<file path="src/rtl/counter_up_down_param.sv">
// Up/down counter bounded by a runtime max_val, with variable step, wrap or
// saturate behaviour at the bounds, and registered ovf/unf/ld_clip pulses.
module counter_up_down_param #(
  parameter int WIDTH  = 8,
  parameter int STEP_W = 4,
  parameter int WRAP   = 1
) (
  input  logic              clk,
  input  logic              rst,
  input  logic              clr,
  input  logic              load,
  input  logic [WIDTH-1:0]  data_in,
  input  logic              en,
  input  logic              m,
  input  logic [STEP_W-1:0] step,
  input  logic [WIDTH-1:0]  max_val,
  output logic [WIDTH-1:0]  count,
  output logic              tc_up,
  output logic              tc_dn,
  output logic              ovf,
  output logic              unf,
  output logic              ld_clip
);

  localparam int EW = WIDTH + 1;
  typedef logic [EW-1:0] ext_t;

  logic [WIDTH-1:0] count_q, count_d;
  logic             ovf_q, ovf_d;
  logic             unf_q, unf_d;
  logic             clip_q, clip_d;

  ext_t           count_x, step_x, max_x;
  logic [WIDTH:0] up_r, dn_r;

  // Returns {ovf, next_count}; caller guarantees cnt <= mx.
  function automatic logic [WIDTH:0] count_up(ext_t cnt, ext_t stp, ext_t mx);
    ext_t sum;
    sum = cnt + stp;
    if (sum <= mx) return {1'b0, WIDTH'(sum)};
    if (WRAP != 0) begin
      if (stp <= mx) return {1'b1, WIDTH'(sum - mx - ext_t'(1))};
      return {1'b1, WIDTH'(mx)};
    end
    return {cnt != mx, WIDTH'(mx)};
  endfunction

  // Returns {unf, next_count}; caller guarantees cnt <= mx.
  function automatic logic [WIDTH:0] count_dn(ext_t cnt, ext_t stp, ext_t mx);
    if (stp <= cnt) return {1'b0, WIDTH'(cnt - stp)};
    if (WRAP != 0) begin
      if (stp <= mx) return {1'b1, WIDTH'(cnt + mx + ext_t'(1) - stp)};
      return {1'b1, {WIDTH{1'b0}}};
    end
    return {cnt != '0, {WIDTH{1'b0}}};
  endfunction

  assign count_x = {1'b0, count_q};
  assign max_x   = {1'b0, max_val};
  assign step_x  = {{(EW-STEP_W){1'b0}}, step};
  assign up_r    = count_up(count_x, step_x, max_x);
  assign dn_r    = count_dn(count_x, step_x, max_x);

  always_comb begin
    count_d = count_q;
    ovf_d   = 1'b0;
    unf_d   = 1'b0;
    clip_d  = 1'b0;
    if (clr) begin
      count_d = '0;
    end else if (load) begin
      if (data_in > max_val) begin
        count_d = max_val;
        clip_d  = 1'b1;
      end else begin
        count_d = data_in;
      end
    end else if (count_q > max_val) begin
      // max_val was lowered underneath us: pull back into range silently.
      count_d = max_val;
    end else if (en && (step != '0)) begin
      if (m) begin
        count_d = up_r[WIDTH-1:0];
        ovf_d   = up_r[WIDTH];
      end else begin
        count_d = dn_r[WIDTH-1:0];
        unf_d   = dn_r[WIDTH];
      end
    end
  end

  always_ff @(posedge clk or negedge rst) begin
    if (!rst) begin
      count_q <= '0;
      ovf_q   <= 1'b0;
      unf_q   <= 1'b0;
      clip_q  <= 1'b0;
    end else begin
      count_q <= count_d;
      ovf_q   <= ovf_d;
      unf_q   <= unf_d;
      clip_q  <= clip_d;
    end
  end

  assign count   = count_q;
  assign tc_up   = (count_q == max_val);
  assign tc_dn   = (count_q == '0);
  assign ovf     = ovf_q;
  assign unf     = unf_q;
  assign ld_clip = clip_q;

endmodule

</file>
<file path="config.mk">
export PLATFORM = sky130hd
export DESIGN_NAME = counter_up_down_param
export DESIGN_NICKNAME = d
export VERILOG_FILES = /design/src/rtl/counter_up_down_param.sv
export SDC_FILE = /design/constraint.sdc
export NUM_CORES = 1
export LEC_CHECK = 0
export ABC_AREA = 1
export CAP_MARGIN = 15
export CORE_AREA = 4 4 78 80
export DETAILED_ROUTE_END_ITERATION = 12
export DIE_AREA = 0 0 82 84
export PLACE_DENSITY_LB_ADDON = 0.2
export SYNTH_ARGS = -nofsm -noshare
export SYNTH_HDL_FRONTEND = slang
export SYNTH_SLANG_ARGS = --single-unit
</file>
<file path="constraint.sdc">
create_clock -name clk -period 4.72 [get_ports clk]
set_clock_uncertainty 0.05 [all_clocks]
set_input_delay 0.944 -clock clk [delete_from_list [all_inputs] [get_ports clk]]
set_output_delay 0.944 -clock clk [all_outputs]
set_load 0.01 [all_outputs]
</file>
### Yosys cells after proc, flatten, opt, wreduce, memory -nomap -nowiden

Cells that the tools add are included.

| cells by class | value |
|---|---|
| $add $sub $neg | 7 |
| magnitude comparators | 5 |
| equal/unequal tests | 2 |
| multiplexer cells | 36 |
| reductions and logical operators | 5 |

Operators by type and width:

| kind | count |
|---|---|
| 9-bit 2-to-1 mux | 10 |
| 8-bit 2-to-1 mux | 6 |
| 1-bit 2-to-1 mux | 20 |
| 8-bit greater-than comparator | 2 |
| 4-bit by 8-bit less-or-equal comparator with 1-bit output | 2 |
| 8-bit by 4-bit subtractor with 8-bit output | 2 |
| 8-bit by 4-bit adder with 9-bit output | 1 |
| 9-bit by 8-bit less-or-equal comparator with 1-bit output | 1 |
| 9-bit nonzero test | 1 |
| 8-bit by 1-bit adder with 8-bit output (second input constant) | 1 |
| 8-bit adder | 1 |
| 8-bit equality test | 1 |
| 8-bit zero test | 1 |
| 8-bit inequality test | 1 |
| 4-bit nonzero test | 2 |
| 8-bit by 1-bit subtractor with 8-bit output (second input constant) | 1 |
| 8-bit subtractor | 1 |
| 1-bit logical AND | 1 |

| storage, ports and cells | value |
|---|---|
| flip-flop bits (word level) | 11 |
| input port bits | 26 |
| output and inout bits | 13 |
| word-level logic and storage cells | 59 |

### Depth between registers and ports, before layout

| logic depth | value |
|---|---|
| depth after elaboration | 12 |
| gate-level depth with buffers | 24 |

### Worst setup path before layout

Ideal clock, no wire load.

| path | value |
|---|---|
| path type | in2reg |
| start | input step[0] |
| end | register count_q[1], in the netlist count[1] |
| data arrival time | 3.275 ns |
| required time | 4.552 ns |
| path slack | 1.278 ns |
| stages | 21 |
| buffers on the path | 0 |
| path through | ha_1 fa_1 a21oi_2 o21bai_2 xor2_1 ha_1 nand2_1 nor2_1 nand2_1 nand3_1 nand2_1 nand2_1 nand2_1 nand2_2 nand2_2 nand2_1 nand3_1 nand2_1 nand2_1 nand2_1 nand2_1 |

| on the way | value |
|---|---|
| longest elaborated chain between the ends | 12 |

RTL lines:

| what | line | RTL |
|---|---|---|
| start, declared | 15 | `input logic [STEP_W-1:0] step,` |
| 8-bit by 4-bit adder with 9-bit output | 39 | `sum = cnt + stp;` |
| 8-bit subtractor | 42 | `if (stp <= mx) return {1'b1, WIDTH'(sum - mx - ext_t'(1))};` |
| 8-bit by 1-bit subtractor with 8-bit output | 42 |  |
| 9-bit 2-to-1 mux | 42 |  |
| 9-bit 2-to-1 mux | 43 | `return {1'b1, WIDTH'(mx)};` |
| 9-bit 2-to-1 mux | 45 | `return {cnt != mx, WIDTH'(mx)};` |
| 9-bit 2-to-1 mux | 41 | `if (WRAP != 0) begin` |
| 8-bit 2-to-1 mux | 82 | `if (m) begin` |
| 8-bit 2-to-1 mux | 81 | `end else if (en && (step != '0)) begin` |
| 8-bit 2-to-1 mux | 78 | `end else if (count_q > max_val) begin` |
| 8-bit 2-to-1 mux | 71 | `end else if (load) begin` |
| 8-bit 2-to-1 mux | 69 | `if (clr) begin` |
| end signal, assigned | 99 | `count_q <= count_d;` |
| end, declared | 28 | `logic [WIDTH-1:0] count_q, count_d;` |

Parallel ways exist; a longest one is shown, timed or not. The select of a mux whose other input is x is not followed.
A chain may end at the register's enable or synchronous reset.

### Worst setup path in the final report

Same ends and word-level chain as after synthesis.

==> metrics.txt <==
worst-margin pin slew=1.064 ns; Num CTS Buffers=3; IR drop worst, VDD=0.0002487 V; clock power share=0.080; CP required=4.80 ns; Startpoint Class=input pin; FP Rows=27; Finish-stage setup viols=0; Arr. time, crit path=4.30 ns; Slew Limit Fails=0; post-route ant nets=0; flop-to-flop setup slack=1.21 ns; drt wl/cell=15.02 µm; sw power=0.6635 mW; Synth cell types=36; Final Hold Fails=0; GRT Max-Usage Layer=met2; r2r startpoint=count[1]; first-pass GRT wire length=15710 µm; Iteration-0 DRC Markers=211; Antenna Cells=0; Crit Path Max Fanout=9; Top cell by count, worst path=nand2_1; combinational share of power=0.790; Hold Path Cell Cnt=2; Post-synth EDFFs=0; Seq/Total Area, Yosys=0.08634; post-CTS resize count=0; Initial Util=0.5898; IO Pins=39; Reg2Reg Depth=20; LEAKAGE=2.109 nW; Int Pwr=0.5241 mW; Post-CTS Setup Bufs=0; top-area cell type share of the netlist area=0.2002; gr ovfl total=0; gpl congestion=0.9488; via/cell ratio=5.414; Final min period=4.217 ns; Die Area=6888 µm²; Synth-to-Final Area Change=14.84%; initial antenna violation count=0; FF-to-FF End=count[1]; top cells by count, synth=nand2_1 (159), inv_1 (82), nand3_1 (57), ha_1 (51), nor2_1 (43); DRT Pass-1 Iters=5; max-cap viol count=0; endpoint class of the critical path=flip-flop; post-synthesis cell area=3188 µm²; hold_buf cts=0; HP Start=count[0]; CP max stage delay=0.50 ns; Root Driver=clkbuf_8; layout cells sized above 1=0.06360; pin count of the biggest net entering global routing=18; H-tree levels=1; overall global routing resource usage=0.2923; Clock Sinks=11; DRC errors left=0; Hold EP=count[0]; Main synth FF type=dfrtp_1; worst hold path class=reg2reg; Die Ht=84 µm; flip-flop and latch count after synthesis=11; Yosys top cell by area=ha_1; critical path, cell by cell=clkdlybuf4s50_1 -> ha_1 -> fa_1 -> a21oi_2 -> o21bai_2 -> xor2_1 -> ha_1 -> nand2_1 -> nor2_1 -> nand2_1 -> nand3_1 -> nand2_1 -> nand2_1 -> nand2_1 -> nand2_2 -> nand2_2 -> nand2_1 -> nand3_1 -> nand2_1 -> nand2_1 -> nand2_1 -> nand2_1; total wire length=9584 µm; outcome=finished clean; async set or reset register ratio after synthesis=1.000; met2 usage=0.4791; Net Count, Synth=613; setup TNS=0 ns; detailed placement HPWL=7725 µm; worst-skew pair later-pin latency=0.24 ns; switching share of power=0.5587; CTS clock-pin slew for the worst setup and hold paths=0.05 ns; met3 usage=0.02916; I/O Buffers=38; Hold WS=0.5844 ns; clock tree buffer depth=2; Synth Instances=529; core area=5405 µm²; Power Density=324.4 nW/µm²; RSZ-0062 raised after global routing=false; most frequent cell after synthesis=nand2_1; Yosys warnings=0; grt met1 use=0.3953; die width=82 µm; fmax=0.2372 GHz; Nets=651; Reg power frac=0.131; CTS tree=done; fin crit share=0.8933; Slew headroom=0.2877; vias=3454; vias in the first global route=3335; synthesized area per cell=6.027 µm²; type of the worst setup path=in2reg; synth top area cells=ha_1 (20%), nand2_1 (19%), inv_1 (9.7%); Slowest cell on crit path=clkdlybuf4s50_1
## layer usage
layer / vias to the layer above / wire [µm]
met5: - / 0
met4: 0 / 316
met3: 25 / 502
met2: 115 / 4425
met1: 1569 / 4340
li1: 1745 / -
## cell type report
type	instances	area [µm²]
Multi-Input combinational cell	416	2495
Fill cell	514	1744
Timing Repair Buffer	41	402.9
Inverter	94	352.8
Sequential cell	11	275.3
Tap cell	72	90.09
Clock buffer	4	45.04
## cells by family (layout without fill, tap and decap cells)
family	Yosys count	count (layout)	share of synthesized area
flops	11	11	0.08634
xor+xnor	15	15	0.04121
buf+inv	102	139	0.1311
compound gates	52	52	0.1016
simple gates	291	291	0.3956
fa+ha+maj	58	58	0.2441
## cell usage in the layout, fill, tap and decap left out, types with 3 or more instances in the layout
cell type,n
nand2_1,159
inv_1,82
nand3_1,57
ha_1,51
nor2_1,43
clkdlybuf4s50_1,38
a21oi_1,23
xor2_1,13
o21ai_0,11
dfrtp_1,11
inv_2,9
nand4_1,8
a21boi_0,7
fa_1,7
nand2_2,6
nor3_1,5
nor2_2,4
o211ai_1,3
clkinv_1,3
clkbuf_8,3
buf_4,3
## sequential cells by signal (all words and copies together), names as in the netlist
| name | cells |
|---|---|
| ld_clip | 1 |
| ovf | 1 |
| unf | 1 |
| count | 8 |
## power groups by stage
stage | sequential [mW] | clock (mW) | combinational [mW]
after floorplan | 0.138 | 0 | 0.699
after global routing | 0.156 | 0.101 | 1.06
after global placement | 0.154 | 0 | 0.902
after CTS | 0.153 | 0.0963 | 0.924
after detailed placement | 0.154 | 0 | 0.919
final | 0.155 | 0.0945 | 0.938
## metrics by stage
step	std cells	power [mW]	utilization	setup WS, ns	cell area, µm²
finish	638	1.188	0.6773	0.5035	3661
global route	638	1.318	0.6773	0.1322	3661
CTS	638	1.173	0.6773	0.5163	3661
detailed placement	634	1.073	0.6690	0.2763	3616
global placement	634	1.056	0.6690	0.3199	3616
floorplan	529	0.8366	-	1.278	3188
## worst max path at each step
| stage | slack, ns | from | cells after the start | endpoint |
|---|---|---|---|---|
| 3_3_place_gp | 0.32 | step[0] | 22 | count[1] |
| 5_1_grt | 0.13 | step[2] | 24 | count[1] |
| 2_1_floorplan | 1.28 | step[0] | 21 | count[1] |
| 4_1_cts | 0.52 | step[0] | 22 | count[1] |
| 6_report | 0.50 | step[0] | 22 | count[1] |
| 3_5_place_dp | 0.28 | step[0] | 22 | count[1] |
## worst max-delay path: cells and delay by family
family | cells | cell delay [ns]
simple gates | 15 | 1.28
xor+xnor | 1 | 0.18
buf+inv | 1 | 0.50
compound gates | 2 | 0.27
fa+ha+maj | 3 | 1.13
(Power assumes the default switching activity.)
